[src/rtl/wb_rr_arbiter.sv]
// Round-robin Wishbone B3 arbiter: shares one slave port between NUM_MASTERS masters,
// holding the grant for a whole cyc and terminating stalled strobes with a watchdog err.
module wb_rr_arbiter #(
  parameter int NUM_MASTERS = 4,
  parameter int AW          = 32,
  parameter int DW          = 32,
  parameter int TIMEOUT     = 255
) (
  input  logic                        wb_clk_i,
  input  logic                        wb_rst_ni,

  input  logic [NUM_MASTERS*AW-1:0]   m_adr_i,
  input  logic [NUM_MASTERS*DW-1:0]   m_dat_i,
  input  logic [NUM_MASTERS*DW/8-1:0] m_sel_i,
  input  logic [NUM_MASTERS-1:0]      m_we_i,
  input  logic [NUM_MASTERS-1:0]      m_cyc_i,
  input  logic [NUM_MASTERS-1:0]      m_stb_i,
  input  logic [NUM_MASTERS*3-1:0]    m_cti_i,
  input  logic [NUM_MASTERS*2-1:0]    m_bte_i,
  output logic [NUM_MASTERS*DW-1:0]   m_dat_o,
  output logic [NUM_MASTERS-1:0]      m_ack_o,
  output logic [NUM_MASTERS-1:0]      m_err_o,
  output logic [NUM_MASTERS-1:0]      m_rty_o,

  output logic [AW-1:0]               s_adr_o,
  output logic [DW-1:0]               s_dat_o,
  output logic [DW/8-1:0]             s_sel_o,
  output logic                        s_we_o,
  output logic [2:0]                  s_cti_o,
  output logic [1:0]                  s_bte_o,
  output logic                        s_cyc_o,
  output logic                        s_stb_o,
  input  logic [DW-1:0]               s_dat_i,
  input  logic                        s_ack_i,
  input  logic                        s_err_i,
  input  logic                        s_rty_i,

  output logic [NUM_MASTERS-1:0]      grant_o,
  output logic                        busy_o
);

  // Handshake: stb (qualified by cyc) is the request valid; ack/err/rty is the
  // single-cycle completion. A beat completes on the edge where stb and a termination
  // are both high; the owner keeps its signals stable until then.

  localparam int  SW     = DW / 8;
  localparam int  LW     = (NUM_MASTERS > 1) ? $clog2(NUM_MASTERS) : 1;
  localparam int  WDW    = (TIMEOUT > 0) ? $clog2(TIMEOUT + 1) : 1;
  localparam bit  WD_EN  = (TIMEOUT > 0);
  localparam logic [WDW-1:0] WD_MAX = WDW'(TIMEOUT);
  localparam logic [LW:0]    N_EXT  = (LW+1)'(NUM_MASTERS);

  typedef enum logic {
    IDLE = 1'b0,
    BUSY = 1'b1
  } state_t;

  state_t                  state;
  logic [NUM_MASTERS-1:0]  grant_q;
  logic [LW-1:0]           last_q;
  logic [WDW-1:0]          wd_cnt;

  logic [NUM_MASTERS-1:0]  win_oh;
  logic [LW-1:0]           win_idx;

  logic [AW-1:0]           mux_adr;
  logic [DW-1:0]           mux_dat;
  logic [SW-1:0]           mux_sel;
  logic                    mux_we;
  logic [2:0]              mux_cti;
  logic [1:0]              mux_bte;
  logic                    cyc_g;
  logic                    stb_g;
  logic                    term;
  logic                    wd_hit;
  logic                    wd_fire;

  // Scan offsets from far to near so the requester closest after last_q is kept.
  always_comb begin
    logic [LW:0]   sum;
    logic [LW-1:0] idx;
    win_oh  = '0;
    win_idx = '0;
    sum     = '0;
    idx     = '0;
    for (int i = NUM_MASTERS; i >= 1; i--) begin
      sum = {1'b0, last_q} + (LW+1)'(i);
      if (sum >= N_EXT) sum = sum - N_EXT;
      idx = sum[LW-1:0];
      if (m_cyc_i[idx]) begin
        win_oh      = '0;
        win_oh[idx] = 1'b1;
        win_idx     = idx;
      end
    end
  end

  // grant_q is all-zero in IDLE, so every muxed slave signal is 0 there.
  always_comb begin
    mux_adr = '0;
    mux_dat = '0;
    mux_sel = '0;
    mux_we  = 1'b0;
    mux_cti = '0;
    mux_bte = '0;
    cyc_g   = 1'b0;
    stb_g   = 1'b0;
    for (int k = 0; k < NUM_MASTERS; k++) begin
      if (grant_q[k]) begin
        mux_adr = m_adr_i[k*AW +: AW];
        mux_dat = m_dat_i[k*DW +: DW];
        mux_sel = m_sel_i[k*SW +: SW];
        mux_we  = m_we_i[k];
        mux_cti = m_cti_i[k*3 +: 3];
        mux_bte = m_bte_i[k*2 +: 2];
        cyc_g   = m_cyc_i[k];
        stb_g   = m_stb_i[k] & m_cyc_i[k];
      end
    end
  end

  assign term    = s_ack_i | s_err_i | s_rty_i;
  assign wd_hit  = WD_EN && (wd_cnt == WD_MAX);
  // Strobe suppression uses only the counter, keeping s_stb_o free of any path from
  // the slave's terminations; a late termination still overrides the watchdog err.
  assign wd_fire = stb_g & wd_hit & ~term;

  assign s_adr_o = mux_adr;
  assign s_dat_o = mux_dat;
  assign s_sel_o = mux_sel;
  assign s_we_o  = mux_we;
  assign s_cti_o = mux_cti;
  assign s_bte_o = mux_bte;
  assign s_cyc_o = cyc_g;
  assign s_stb_o = stb_g & ~wd_hit;

  assign m_ack_o = grant_q & {NUM_MASTERS{s_ack_i}};
  assign m_err_o = grant_q & {NUM_MASTERS{s_err_i | wd_fire}};
  assign m_rty_o = grant_q & {NUM_MASTERS{s_rty_i}};
  assign m_dat_o = (state == BUSY) ? {NUM_MASTERS{s_dat_i}} : '0;

  assign grant_o = grant_q;
  assign busy_o  = (state == BUSY);

  always_ff @(posedge wb_clk_i or negedge wb_rst_ni) begin
    if (!wb_rst_ni) begin
      state   <= IDLE;
      grant_q <= '0;
      last_q  <= LW'(NUM_MASTERS - 1);
      wd_cnt  <= '0;
    end else begin
      case (state)
        IDLE: begin
          wd_cnt <= '0;
          if (|m_cyc_i) begin
            grant_q <= win_oh;
            last_q  <= win_idx;
            state   <= BUSY;
          end
        end
        BUSY: begin
          if (!cyc_g) begin
            state   <= IDLE;
            grant_q <= '0;
            wd_cnt  <= '0;
          end else if (WD_EN && s_stb_o && !term) begin
            wd_cnt <= wd_cnt + 1'b1;
          end else begin
            wd_cnt <= '0;
          end
        end
        default: begin
          state   <= IDLE;
          grant_q <= '0;
          wd_cnt  <= '0;
        end
      endcase
    end
  end

endmodule

[config.mk]
export PLATFORM = sky130hd
export DESIGN_NAME = wb_rr_arbiter
export DESIGN_NICKNAME = d
export VERILOG_FILES = /design/src/rtl/wb_rr_arbiter.sv
export SDC_FILE = /design/constraint.sdc
export NUM_CORES = 1
export LEC_CHECK = 0
export CAP_MARGIN = 10
export CORE_AREA = 4 4 216 218
export CTS_BUF_LIST = sky130_fd_sc_hd__clkbuf_8
export CTS_CLUSTER_SIZE = 30
export DETAILED_ROUTE_END_ITERATION = 16
export DIE_AREA = 0 0 220 222
export GPL_TIMING_DRIVEN = 0
export PLACE_DENSITY = 0.5
export SYNTH_ARGS = -nofsm -noshare
export SYNTH_HDL_FRONTEND = slang
export SYNTH_SLANG_ARGS = --single-unit
[constraint.sdc]
create_clock -name wb_clk_i -period 2.4 [get_ports wb_clk_i]
set_clock_uncertainty 0.2 [all_clocks]
set_input_delay 0.36 -clock wb_clk_i [delete_from_list [all_inputs] [get_ports wb_clk_i]]
set_output_delay 0.36 -clock wb_clk_i [all_outputs]
set_load 0.01 [all_outputs]
* Word level (Yosys, flattened, before mapping)
Cells that the tools add are included.
** Storage, ports and cells
- Register bits :: 15
- Bits of input ports :: 341
- Output and inout bits :: 221
- Logic and storage cells :: 123
** Operators by class
- Equality and inequality tests :: 3
- $add $sub $neg :: 9
- Multiplexer cells :: 70
- Reduce and logical (&&, ||, !) cells :: 9
- Bitwise gates (word level) :: 16
- $lt $le $gt $ge :: 12
** Operators with widths (number)
- two-way mux 32 bit :: 8
- two-way mux 128 bit :: 1
- two-way mux 4 bit :: 10
- two-way mux 2 bit :: 12
- two-way mux 1 bit :: 22
- two-way mux 8 bit :: 2
- case mux 8 bit (2 select lines) :: 1
- bitwise AND 4 bit :: 3
- >= comparator 3 bit, second input constant :: 4
- < comparator 2 x 3 -> 1 bit, second input constant :: 4
- two-way mux 3 bit :: 4
- adder 8 x 1 -> 8 bit, second input constant :: 1
- binary-select mux 1 bit (select 2 bit) :: 4
- demux 1 bit (select 2 bit) :: 4
- equality test 8 bit, second input constant :: 1
- >= comparator 2 x 1 -> 1 bit, second input constant :: 4
- case mux 4 bit (2 select lines) :: 1
- subtractor 2 x 1 -> 2 bit, second input constant :: 4
- bitwise AND 1 bit :: 7
- adder 2 x 2 -> 3 bit, second input constant :: 2
- logical AND 1 bit :: 5
- inequality test 2 bit, second input constant :: 2
- AND reduction 2 bit :: 2
- OR reduction 4 bit :: 1
- other kinds (6) :: 10

* Depth between registers and ports, before layout
Gate-level depths: netlist of run 1.
- Depth in word-level cells :: 13
- Depth in mapped cells :: 8
- Mapped depth without buffers :: 6

* Worst setup path before layout of run 1
No wires, ideal clock.
- Kind :: register to register
- From :: reg last_q[0]
- To :: reg grant_q[0] (netlist: grant_o[0])
- Data required time :: 2.075 ns
- Setup slack :: -0.247 ns
- Library setup time :: 0.125 ns
- Clock period less this slack :: 2.647 ns
- Stages on the path, launching flop included :: 9
- Arrival :: 2.322 ns
- Path buffers :: 2
- Path through :: dfstp_2 buf_6 inv_1 ha_1 buf_2 mux4_2 or2_4 a221oi_1 o2bb2ai_1
** Between the ends
- Word-level cells in the longest chain between the ends :: 13
- Elaborated cells on any way between the ends :: 50
- Those cells by class :: 8 x add/sub; 12 x order compare; 26 x mux; 4 x reduce/logical
** Ends and longest elaborated chain
- start, declared :: RTL line 60 : logic [LW-1:0] last_q;
- start signal, assigned :: RTL line 149 : last_q <= LW'(NUM_MASTERS - 1);
- start signal, assigned :: RTL line 157 : last_q <= win_idx;
- adder 2 x 3 -> 3 bit :: RTL line 87 : sum = {1'b0, last_q} + (LW+1)'(i);
- >= comparator 3 bit / subtractor 2 x 1 -> 2 bit (equally long branches) :: RTL line 88 : if (sum >= N_EXT) sum = sum - N_EXT;
- two-way mux 2 bit :: RTL line 88
- < comparator 2 x 3 -> 1 bit (not written as such) / >= comparator 2 x 1 -> 1 bit (equally long branches) :: RTL line 92 : win_oh[idx] = 1'b1;
- logical AND 1 bit (not written as such) :: RTL line 92
- two-way mux 1 bit (not written as such) :: RTL line 92
- demux 1 bit (select 2 bit) :: RTL line 92
- two-way mux 4 bit (3 in series) :: RTL line 90 : if (m_cyc_i[idx]) begin
- two-way mux 4 bit (*) :: RTL line 90
- two-way mux 4 bit (*) :: RTL line 155 : if (|m_cyc_i) begin
- case mux 4 bit (2 select lines) (*) :: RTL line 152 : case (state)
- end signal, assigned :: RTL line 156 : grant_q <= win_oh;
- end, declared :: RTL line 59 : logic [NUM_MASTERS-1:0] grant_q;
Mark *: on every way between the ends. The rest lies on a longest branch, timed or not. The select of a mux whose other input is x is not followed.
A chain may end at the register's enable or synchronous reset.

* Worst setup path after layout of run 1
- From :: reg grant_q[1] (netlist: grant_o[1])
- To :: out m_err_o[3]
** Between the ends
- Word-level cells in the longest chain between the ends :: 7
** Ends and longest elaborated chain
- two-way mux 1 bit (3 in series) :: RTL line 109 : if (grant_q[k]) begin
- bitwise AND 1 bit (2 in series) :: RTL line 126 : assign wd_fire = stb_g & wd_hit & ~term;
- OR 1 bit :: RTL line 138 : assign m_err_o = grant_q & {NUM_MASTERS{s_err_i | wd_fire}};
- bitwise AND 4 bit :: RTL line 138
- end, declared :: RTL line 22 : output logic [NUM_MASTERS-1:0] m_err_o,
Every way passes these cells.

==> results.json, run 1 <==
{
  "synth_enable_flop_cells": 0,
  "timing.hold.ws_ns": 0.293,
  "fin_crit_sh_pct": 106,
  "ys_seq_area_share_pct": 8.60,
  "antenna_left": 0,
  "fmaxAchievable_mhz": 395,
  "post-dp-hpwl_mm": 31.0,
  "synth_cell_types": 46,
  "grt_usage_pct": 14.0,
  "grt_max_degree": 16,
  "dpl-instance-area_um2": 10800,
  "ys_seq_elements": 15,
  "place_congestion": 0.879,
  "report.final.slew_viol_count": 0,
  "slowest_delay_ns": 0.49,
  "cap_viol_max_count": 0,
  "worstSetupStartpointType": "flip-flop",
  "drt-initial-drc-count": 209,
  "cp-end-kind": "primary output",
  "finalSetupTns_ns": -1.51,
  "ir_drop_mv": 0.355,
  "crit_type": "flip-flop to primary output",
  "drc": 0,
  "syn_nets": 967,
  "hold_path_end": "wd_cnt[0]$_DFF_PN0_",
  "pin_count": 562,
  "rsz0062_at_grt": "yes",
  "wl_per_cell_um": 20.8,
  "grt_remaining_overflow": 0,
  "die_h_um": 222,
  "die_width_um": 220,
  "timing.rr.end": "grant_o[0]$_DFFE_PN0P_",
  "grt_first_pass_wirelength_mm": 51.1,
  "port_buffers": 559,
  "cts-root-buf": "clkbuf_8",
  "cts.htree.levels": 1,
  "ff2ff_setup_slack_ns": -0.06,
  "synth-compound-area-share_pct": 33.1,
  "die_area_um2": 48800,
  "clkLatencyLatePin_ns": 0.25,
  "core_um2": 44900,
  "row_count": 78,
  "cts.sinks": 15,
  "clk_pin_slew_ns": 0.07,
  "cp.depth": 7,
  "status": "complete, but fails checks",
  "violations": "setup timing",
  "p_leak_nw": 4.81,
  "drt_pass1_iterations": 4,
  "vias": 7171,
  "netlist_instances": 617,
  "crit_required_ns": 1.84,
  "yosys.area_share.adder_pct": 2.56,
  "wirelength_mm": 37.9,
  "crit_chain": "buf_12, mux2i_4, a211oi_4, o2111ai_4, buf_6, a21boi_2, buf_2",
  "p_per_area_nw_per_um2": 942,
  "worst-r2r-cell-count": 7,
  "ys_async_sr_fraction_pct": 100,
  "finalSetupViolations": 29,
  "period_minus_slack_ns": 2.53,
  "vias_per_cell": 3.94,
  "synth-simple-area-share_pct": 27.9,
  "synth_top_family_by_area": "compound AO/OA/AOI/OAI gates",
  "postLayoutCellArea_um2": 12200,
  "finalWorstSetupSlack_ns": -0.133,
  "cts_buffer_depth": 2,
  "relSlewSlack_pct": 50.2,
  "drive_gt1_share_pct": 34.6,
  "hp-class": "flip-flop to flip-flop",
  "cp.arrival_ns": 1.97,
  "nets": 1568,
  "finalHoldViolations": 0,
  "synth.area.mux_share_pct": 4.04,
  "grt_pass1_vias": 7607,
  "path_max_fanout": 5,
  "hp-start": "wd_cnt[0]$_DFF_PN0_",
  "numCtsBuffers": 3,
  "antenna_found_initial": 5,
  "avgSynthCellArea_um2": 7.12,
  "tritoncts": "yes",
  "hold_buffers": 0,
  "synth_xor_area_share_pct": 1.20,
  "worst_pin_slew_ns": 0.746,
  "holdPathStages": 1,
  "syn_area_um2": 4390,
  "initial_utilization_pct": 9.79,
  "ys.flop_type": "dfrtp_1",
  "syn_to_final_growth_pct": 178,
  "critPathBufInv": 3,
  "r2r_start": "last_q[0]$_DFFE_PN1P_",
  "cp_slowest_cell": "dfrtp_2",
  "final_util_pct": 27.2,
  "crit_family": "compound AO/OA/AOI/OAI gates",
  "yosys_warnings": 0
}
layout make-up:
cell class / count / area (um^2)
flip-flops and latches: 15 / 384
plain buffers: 154 / 1400
clock buffers: 3 / 41.3
well taps: 600 / 751
inverters: 6 / 27.5
fillers: 4886 / 32700
clock inverters: 1 / 5.00
repair buffers: 599 / 5720
diodes: 3 / 7.51
multi-input cells: 439 / 3900
how the worst max path moves through the flow:
stage | startpoint | slack [ns] | endpoint
floorplan | last_q[0]$_DFFE_PN1P_ | -0.07 | grant_o[0]$_DFFE_PN0P_
detailed placement | grant_o[0]$_DFFE_PN0P_ | -1.72 | s_sel_o[3]
global route | grant_o[1]$_DFFE_PN0P_ | -0.21 | m_err_o[3]
CTS | grant_o[1]$_DFFE_PN0P_ | -0.20 | s_adr_o[0]
global placement | grant_o[0]$_DFFE_PN0P_ | -1.70 | s_sel_o[3]
finish | grant_o[1]$_DFFE_PN0P_ | -0.13 | m_err_o[3]
Yosys cell counts, types with 6 or more instances:
cell / n / area (um^2)
nor3_1: 9 / 45.0
buf_2: 6 / 30.0
and2_1: 43 / 269
ha_1: 9 / 113
clkbuf_1: 53 / 199
nor2b_1: 74 / 463
inv_1: 6 / 22.5
dfrtp_1: 13 / 325
nor2_1: 6 / 22.5
o31ai_1: 72 / 541
a221oi_1: 76 / 666
nand2_1: 82 / 308
buf_4: 96 / 721
power by group:
group	internal [W]	switching [W]
sequential	0.000327	0.000102
clock	0.000115	0.0000952
combinational	0.00564	0.00524
total	0.00608	0.00543
layer usage:
layer	global-route usage, %	part of all wire, %	up-vias
met3	3.51	8.6	44
met5	0	0	-
met4	2.98	2.5	0
met1	15.2	36	3315
li1	-	-	3384
met2	26.9	53	428
stage by stage:
step           instances  power (W)  setup WS, ns
2_1_floorplan        617    0.00478       -0.0714
3_3_place_gp        1776    0.00994         -1.70
3_5_place_dp        1776    0.00997         -1.72
4_1_cts             1803     0.0110        -0.205
5_1_grt             1817     0.0123        -0.214
6_report            1820     0.0115        -0.133
registers in the layout, summed over array words and instances (netlist names):
register  cells
wd_cnt        8
last_q        2
busy_o        1
grant_o       4
timing repair:
| action | in CTS | in global routing |
|---|---|---|
| setup buffers | 20 | 16 |
| resized for setup | 608 | 118 |
| setup endpoints to repair | 228 | 150 |
| cloned | 5 | 4 |
| pin swaps | 31 | 38 |
cell usage in the layout (no fill, tap or decap), drive strengths merged, types with 6 or more instances in the layout:
cell type,count
clkdlybuf4s50,470
buf,228
nand2,82
a221oi,76
nor2b,75
o31ai,72
clkbuf,48
and2,43
dfrtp,13
nor3,9
ha,9
nor2,6
inv,6
a21boi,6
kinds of logic after synthesis:
group,after synthesis
flops,15
xor+xnor,6
fa+ha+maj,9
simple gates,231
mux,12
compound gates,181
buf+inv,163
No activity file was read; power rests on OpenSTA's default activity.
==> run 2, diff against run 1 <==
--- a/config.mk
+++ b/config.mk
@@ -5,7 +5,7 @@
 export SDC_FILE = /design/constraint.sdc
 export NUM_CORES = 1
 export LEC_CHECK = 0
-export CAP_MARGIN = 10
+export CAP_MARGIN = 20
 export CORE_AREA = 4 4 216 218
 export CTS_BUF_LIST = sky130_fd_sc_hd__clkbuf_8
 export CTS_CLUSTER_SIZE = 30
==> results.json, run 2 (synthesis results as in run 1) <==
{
  "die_h_um": 222,
  "fillers": 4848,
  "largest_register_ffs": 8,
  "row_count": 78,
  "p_per_area_nw_per_um2": 946,
  "timing.hold.ws_ns": 0.294,
  "mostFrequentLayoutCell": "clkdlybuf4s50_1",
  "ir_drop_mv": 0.354,
  "syn_to_final_growth_pct": 186,
  "worst-r2r-cell-count": 7,
  "cap_viol_max_count": 0,
  "wirelength_mm": 38.1,
  "grt_usage_pct": 14.0,
  "vias": 7287,
  "cp_slowest_cell": "dfrtp_2",
  "report.final.slew_viol_count": 0,
  "finalHoldViolations": 0,
  "power.share.clock_pct": 1.8,
  "placed_cells": 1777,
  "cp.arrival_ns": 1.98,
  "swShare_pct": 46.3,
  "crit_required_ns": 1.84,
  "cts-root-buf": "clkbuf_8",
  "status": "complete, but fails checks",
  "total_power_w": 0.0119,
  "drt_pass1_iterations": 6,
  "fmaxAchievable_mhz": 394,
  "crit_type": "flip-flop to primary output",
  "place_congestion": 0.879,
  "drt-initial-drc-count": 246,
  "fin_crit_sh_pct": 106,
  "crit_chain": "nor2b_4, buf_12, buf_12, clkbuf_16, buf_6, a221oi_2, o31ai_1, buf_2",
  "grt_pass1_vias": 7571,
  "r2r_start": "last_q[0]$_DFFE_PN1P_",
  "relSlewSlack_pct": 51.7,
  "p_sw_w": 0.00550,
  "combPwrFrac_pct": 94.7,
  "finalSetupTns_ns": -2.05,
  "crit_start": "grant_o[1]$_DFFE_PN0P_",
  "grt_remaining_overflow": 0,
  "finalWorstSetupSlack_ns": -0.138,
  "regMostFlops": "wd_cnt",
  "period_minus_slack_ns": 2.54,
  "p_int_w": 0.00637,
  "sequentialPowerShare_pct": 3.5,
  "wl_per_cell_um": 20.8,
  "worstSetupStartpointType": "flip-flop",
  "endpoint": "s_adr_o[6]",
  "initial_utilization_pct": 9.79,
  "antenna_found_initial": 7,
  "critPathBufInv": 5,
  "rsz0062_at_grt": "yes",
  "ff2ff_setup_slack_ns": -0.02,
  "cts.htree.levels": 1,
  "cp.depth": 8,
  "crit_family": "buffers and inverters",
  "regArea_um2": 384,
  "core_um2": 44900,
  "p_leak_nw": 4.90,
  "drc": 0,
  "cts_buffer_depth": 2,
  "post-dp-hpwl_mm": 31.1,
  "clk_pin_slew_ns": 0.07,
  "hp-class": "flip-flop to flip-flop",
  "cp-end-kind": "primary output",
  "numCtsBuffers": 3,
  "clkLatencyLatePin_ns": 0.25,
  "port_buffers": 559,
  "slowest_delay_ns": 0.48,
  "vias_per_cell": 3.98,
  "mostFrequentLayoutCells": "clkdlybuf4s50_1, buf_4, nand2_1",
  "antenna_left": 0,
  "pin_count": 562,
  "hold_buffers": 0,
  "finalSetupViolations": 45,
  "tritoncts": "yes",
  "multi_input_area_um2": 4000,
  "worst_pin_slew_ns": 0.722,
  "cts.sinks": 15,
  "nets": 1576,
  "violations": "setup timing",
  "timing.rr.end": "grant_o[0]$_DFFE_PN0P_",
  "cp_common_cell": "buf_12",
  "drive_gt1_share_pct": 36.1,
  "fin_cells": 1831,
  "holdPathStages": 1,
  "die_area_um2": 48800,
  "path_max_fanout": 5,
  "pre_cts_ws_ns": -1.70,
  "grt_first_pass_wirelength_mm": 51.0,
  "grt_max_degree": 16,
  "die_width_um": 220
}
## run 2: cell types whose count changed in the layout (fill, tap and decap cells not counted), sizes merged
cell / previous run / this run
buf: 228 / 237
clkbuf: 48 / 47
diode: 3 / 6
clkdlybuf4s15: 0 / 1
dlymetal6s2s: 5 / 2
dlygate4sd2: 5 / 6
clkdlybuf4s50: 470 / 471
## run 2: worst min-delay path by stage
stage | slack, ns | endpoint | from
after CTS | 0.30 | wd_cnt[0]$_DFF_PN0_ | wd_cnt[0]$_DFF_PN0_
after floorplan | -0.14 | busy_o$_DFF_PN0_ | wb_rst_ni
after global placement | 0.29 | wd_cnt[0]$_DFF_PN0_ | wd_cnt[0]$_DFF_PN0_
final | 0.29 | wd_cnt[0]$_DFF_PN0_ | wd_cnt[0]$_DFF_PN0_
after global routing | 0.32 | wd_cnt[0]$_DFF_PN0_ | wd_cnt[0]$_DFF_PN0_
after detailed placement | 0.30 | wd_cnt[0]$_DFF_PN0_ | wd_cnt[0]$_DFF_PN0_
## run 2: cell type report
type,instances,share of cell area (%)
multi-input combinational,439,31.9
sequential,15,3.06
tap,600,5.98
inverter,6,0.239
timing repair buffer,608,47.0
buffer,153,11.4
antenna,6,0.120
clock buffer,3,0.329
clock inverter,1,0.0399
## run 2: timing repair
item | 4_1_cts | 5_1_grt
setup buffers | 26 | 15
resized for setup | 624 | 143
endpoints found under the setup margin | 228 | 148
endpoints found under the hold margin | 0 | 0
cloned | 5 | 8
pin swaps | 31 | 44
## run 2: per-stage QoR
| stage | cell area, um^2 | utilization, % |
|---|---|---|
| after floorplan | 4440 | - |
| after global placement | 10800 | 24.0 |
| after detailed placement | 10800 | 24.1 |
| after CTS | 11800 | 26.2 |
| after global routing | 12500 | 27.9 |
| final | 12500 | 28.0 |
## run 2: routing by layer
layer / vias up / share of wire (%) / global-route usage [%]
met2: 437 / 52 / 27.0
met3: 48 / 9.6 / 4.25
li1: 3413 / - / -
met5: - / 0 / 0
met4: 0 / 3.0 / 3.10
met1: 3389 / 35 / 14.7
## run 2: power groups by stage
| stage | sequential, W | clock (W) | combinational, W |
|---|---|---|---|
| 2_1_floorplan | 0.000400 | 0 | 0.00438 |
| 3_3_place_gp | 0.000439 | 0 | 0.00950 |
| 3_5_place_dp | 0.000439 | 0 | 0.00954 |
| 4_1_cts | 0.000416 | 0.000217 | 0.0105 |
| 5_1_grt | 0.000431 | 0.000236 | 0.0120 |
| 6_report | 0.000418 | 0.000213 | 0.0112 |
